==> config.mk <==
export PLATFORM = sky130hd
export DESIGN_NAME = uart_tx
export DESIGN_NICKNAME = d
export VERILOG_FILES = /design/src/rtl/uart_tx.sv
export SDC_FILE = /design/constraint.sdc
export NUM_CORES = 1
export LEC_CHECK = 0
export CELL_PAD_IN_SITES_DETAIL_PLACEMENT = 1
export CELL_PAD_IN_SITES_GLOBAL_PLACEMENT = 1
export CORE_MARGIN = 4
export CORE_UTILIZATION = 44
export DETAILED_ROUTE_END_ITERATION = 7
export DONT_BUFFER_PORTS = 1
export PLACE_DENSITY_LB_ADDON = 0.1
export SYNTH_ARGS = -nofsm -noshare
export SYNTH_HDL_FRONTEND = slang
export SYNTH_SLANG_ARGS = --single-unit
==> constraint.sdc <==
create_clock -name clk -period 1.9 [get_ports clk]
set_clock_uncertainty 0.1 [all_clocks]
set_input_delay 0.285 -clock clk [delete_from_list [all_inputs] [get_ports clk]]
set_output_delay 0.285 -clock clk [all_outputs]
set_load 0.02 [all_outputs]
==> src/rtl/uart_tx.sv <==
// UART transmit serializer: pops one byte from the TX fifo and sends
// start, DATA_BITS data bits (LSB first), optional parity and 1/2 stop bits.
module uart_tx #(
  parameter int DATA_BITS = 8,
  parameter int DIV_WIDTH = 16
) (
  input  logic                 clk,
  input  logic                 reset,
  input  logic                 tx_enable,
  input  logic [DIV_WIDTH-1:0] baud_div,
  input  logic                 parity_en,
  input  logic                 parity_odd,
  input  logic                 stop2,
  input  logic                 fifo_empty,
  input  logic [DATA_BITS-1:0] fifo_data,
  output logic                 fifo_rd_en,
  output logic                 tx,
  output logic                 busy,
  output logic                 tx_done
);

  localparam int BW = (DATA_BITS > 1) ? $clog2(DATA_BITS) : 1;
  localparam logic [BW-1:0] LAST_BIT = BW'(DATA_BITS - 1);

  typedef enum logic [2:0] {IDLE, FETCH, LOAD, START, DATA, PARITY, STOP} state_e;

  state_e                 state_q;
  logic [DIV_WIDTH-1:0]   div_q, cnt_q;
  logic [DATA_BITS-1:0]   shift_q;
  logic [BW-1:0]          bit_q;
  logic                   par_en_q, par_bit_q, stop2_q, stop_2nd_q;
  logic                   tx_q, rd_q, busy_q, done_q;
  logic                   slot_end_d;

  assign slot_end_d = (cnt_q == '0);

  always_ff @(posedge clk or posedge reset) begin
    if (reset) begin
      state_q    <= IDLE;
      div_q      <= '0;
      cnt_q      <= '0;
      shift_q    <= '0;
      bit_q      <= '0;
      par_en_q   <= 1'b0;
      par_bit_q  <= 1'b0;
      stop2_q    <= 1'b0;
      stop_2nd_q <= 1'b0;
      tx_q       <= 1'b1;
      rd_q       <= 1'b0;
      busy_q     <= 1'b0;
      done_q     <= 1'b0;
    end else begin
      rd_q   <= 1'b0;
      done_q <= 1'b0;
      // Slot counter counts down; each slot-ending branch below reloads it.
      if (state_q inside {START, DATA, PARITY, STOP} && !slot_end_d)
        cnt_q <= cnt_q - 1'b1;
      case (state_q)
        IDLE: begin
          tx_q <= 1'b1;
          if (tx_enable && !fifo_empty) begin
            state_q <= FETCH;
            rd_q    <= 1'b1;
            busy_q  <= 1'b1;
          end
        end
        FETCH: state_q <= LOAD;
        LOAD: begin
          // fifo_data is valid now, one cycle after the pop strobe.
          shift_q   <= fifo_data;
          div_q     <= baud_div;
          cnt_q     <= baud_div;
          par_en_q  <= parity_en;
          par_bit_q <= (^fifo_data) ^ parity_odd;
          stop2_q   <= stop2;
          tx_q      <= 1'b0;
          state_q   <= START;
        end
        START: if (slot_end_d) begin
          cnt_q   <= div_q;
          tx_q    <= shift_q[0];
          shift_q <= shift_q >> 1;
          bit_q   <= '0;
          state_q <= DATA;
        end
        DATA: if (slot_end_d) begin
          cnt_q <= div_q;
          if (bit_q == LAST_BIT) begin
            stop_2nd_q <= 1'b0;
            if (par_en_q) begin
              tx_q    <= par_bit_q;
              state_q <= PARITY;
            end else begin
              tx_q    <= 1'b1;
              state_q <= STOP;
            end
          end else begin
            tx_q    <= shift_q[0];
            shift_q <= shift_q >> 1;
            bit_q   <= bit_q + 1'b1;
          end
        end
        PARITY: if (slot_end_d) begin
          cnt_q   <= div_q;
          tx_q    <= 1'b1;
          state_q <= STOP;
        end
        STOP: if (slot_end_d) begin
          cnt_q <= div_q;
          if (stop2_q && !stop_2nd_q) begin
            stop_2nd_q <= 1'b1;
          end else begin
            state_q <= IDLE;
            busy_q  <= 1'b0;
            done_q  <= 1'b1;
          end
        end
        default: state_q <= IDLE;
      endcase
    end
  end

  assign fifo_rd_en = rd_q;
  assign tx         = tx_q;
  assign busy       = busy_q;
  assign tx_done    = done_q;

endmodule

==> qor.txt <==
Global Route Usage Sum -> 21.9%
Required time of the critical path -> 2020 ps
First-pass GRT wire length -> 14,600 µm
Max-cap viol count -> 0
Post-route cell area -> 4020 µm²
Max VDD drop -> 0.708 mV
Row count -> 29
Post-DP HPWL -> 5990 µm
Synth Net Count -> 364
Slew margin rel. -> 65.4%
Sequential share of power -> 32.1%
WL final -> 9840 µm
PD cells -> 1620 nW/µm²
Hold Vio Cnt, Final -> 0
Seq cells post-synth -> 54
Grt ovf -> 0
Setup CP Type -> register to register
DR vias -> 2,724
Cts bufs inserted -> 5
Worst min path class -> input port to register
Vias in the first global route -> 2,921
Min setup slack post-route -> -227 ps
Storage element area -> 1350 µm²
DRT Pass-1 Iters -> 4
Final Slew Violations -> 0
Worst-margin pin slew -> 518 ps
Run status -> finished, violations left
Synth async-reset ratio -> 100%
Yosys cell types -> 51
FMAX -> 470 MHz
Net Sw Frac -> 43.2%
Synth Area in Compound Gates -> 14.8%
Number of synthesized flops with an enable pin -> 0
Final Total Pwr -> 6500 µW
Clock buffer depth -> 2
Most frequent cells in the layout -> nand2_1 (74), dfrtp_1 (53), buf_4 (47)
DRT antenna net count -> 0
Combined area of the multi-input logic cells -> 1750 µm²
CTS Sinks -> 54
Top cell type's share of synthesized area -> 43.9%
Most common cell after layout, fill and taps aside -> nand2_1
Filler cell count -> 739
Antenna violations before repair -> 0
RSZ-0062 raised after global routing -> true
Worst setup SP type -> register
Starting Density -> 46.5%
Arrival time worst endpoint -> 2250 ps
Setup WS pre-CTS -> -165 ps
Port bufs -> 0
Layout Nets -> 430
Die X -> 90.9 µm
Largest family of logic cells by synthesized area -> simple AND/OR/NAND/NOR gates
Synth Instances -> 329
# DRC -> 0
DIE HEIGHT -> 90.9 µm
Pin count of the biggest net entering global routing -> 32
Share of layout cells above drive strength 1 -> 31.8%
Sequential share of the synthesized area -> 44.7%
Final worst path period share -> 112%
Mux contribution to synthesized area -> 5.59%
TritonCTS clock tree -> built
Final setup violation count -> 30
Crit end category -> register
Synth Area in Simple Gates -> 25.1%
Core Region -> 6490 µm²
Adder-cell share of the synthesized area -> 1.66%
Static Leak -> 0.00178 µW
Crit Path Max Fanout -> 4
Routed length per placed instance -> 20.8 µm
Combinational Power Share -> 55.0%
H-tree depth -> 2
Die area -> 8260 µm²
1st-iter DRT viols -> 175
Synth Cell Area -> 3020 µm²
Number of diodes -> 0
Int Pwr -> 3690 µW
Ys flop type -> dfrtp_1
Clk slew on worst S/H paths -> 110 ps
Psw -> 2810 µW
Layout overhead on the synthesized area -> 32.9%
Mean post-synth cell area -> 9.19 µm²
Clk Latency, worst-skew pair -> 330 ps
CTS Root Cell -> clkbuf_8
Clock power share -> 12.9%
Area leader, netlist -> dfrtp_1
Placed inst area -> 3430 µm²
Tmin final -> 2130 ps
I/O Pins -> 35
Synth warn -> 0
RD Place Congestion -> 0.824
Setup_tns -> -3010 ps
Synth top area cells -> dfrtp_1 (44%), nand2_1 (9.6%), mux2_2 (5.6%)
XOR/XNOR share of the synthesized area -> 4.35%
Via/cell ratio -> 5.76
Failing checks -> setup timing
==> flip-flops by register name (all words and copies together) (netlist names) <==
register    flops
fifo_rd_en      1
busy            1
par_en_q        1
par_bit_q       1
cnt_q          16
state_q         3
stop_2nd_q      1
stop2_q         1
tx_done         1
shift_q         8
div_q          16
tx              1
bit_q           3
==> worst max-delay path: stages, from the launching register on <==
cell     delay, ps
dfrtp_1        410
inv_2           90
ha_4           130
nor3b_4        300
nand4_4        200
buf_6          190
buf_4          130
nand2_2         60
o22ai_2         70
a221o_2        330
==> kinds of logic (layout without fill, tap and decap cells) <==
family	after synthesis	in the layout
AND/OR/NAND/NOR	148	148
XOR/XNOR	15	15
multiplexers	15	15
flip-flops	54	54
AO/OA/AOI/OAI	69	69
adder cells (fa/ha/maj)	4	4
buffers and inverters	24	91
==> final cells by class <==
cell class              instances  area share (%)
multi-input cells             251            43.7
repair buffers                 75            16.6
well taps                      77            2.40
inverters                       8           0.748
flip-flops and latches         54            33.7
clock inverters                 3            1.18
clock buffers                   5            1.71
==> per-stage QoR <==
step / hold WS (ps) / cells / util, %
finish: 1.91 / 473 / 61.8
global route: 5.99 / 473 / 61.8
CTS: 1.73 / 463 / 58.8
detailed placement: 134 / 433 / 52.9
global placement: 136 / 433 / 52.9
floorplan: 290 / 329 / -
==> synthesized netlist by cell type (all sizes together), types with 2 or more instances <==
library cell	count
a21oi	15
a22oi	12
and2	2
and3	2
buf	7
clkbuf	9
dfrtp	53
ha	4
inv	8
mux2	15
nand2	77
nand2b	5
nand3	10
nand3b	3
nand4	5
nor2	16
nor2b	2
nor3	10
nor3b	3
nor4	5
o211ai	6
o21ai	25
o21bai	2
o22ai	2
o311ai	2
xnor2	11
xor2	4
==> repair_timing <==
item	4_1_cts	5_1_grt
gates resized for setup	18	37
endpoints found under the hold margin	37	1
pin swaps	5	12
endpoints found under the setup margin	29	33
buffers inserted	5	9
gates cloned	1	0
hold buffers	16	1
==> power by group through the flow <==
stage / Sequential [µW] / Combinational [µW] / Clock, µW
after floorplan: 2030 / 1900 / 0
after global placement: 2030 / 2880 / 0
after detailed placement: 2070 / 2970 / 0
after CTS: 2050 / 3150 / 848
after global routing: 2140 / 3880 / 890
final: 2080 / 3580 / 841
==> metal layers <==
layer / wire [µm] / vias up / part of all wire (%) / GRT usage (%)
met2: 4990 / 74 / 51 / 36.9
met1: 4250 / 1358 / 43 / 28.1
met5: 0 / - / 0 / 0
met4: 114 / 0 / 1.2 / 7.04
met3: 482 / 12 / 4.9 / 4.50
li1: - / 1280 / - / -
==> final timing paths <==
| path | startpoint | slack [ps] | depth (start not counted) | to |
|---|---|---|---|---|
| worst min register to register | div_q[0] | 380 | 2 | div_q[0] |
| worst min-delay path | baud_div[5] | 2 | 2 | div_q[5] |
| worst max register to register | cnt_q[1] | -230 | 9 | cnt_q[2] |
| min in group asynchronous | reset | 340 | 2 | shift_q[6] |
| worst max-delay path | cnt_q[1] | -230 | 9 | cnt_q[2] |
| max in group asynchronous | reset | 680 | 3 | div_q[11] |
Power figures use the tool's default switching activity.
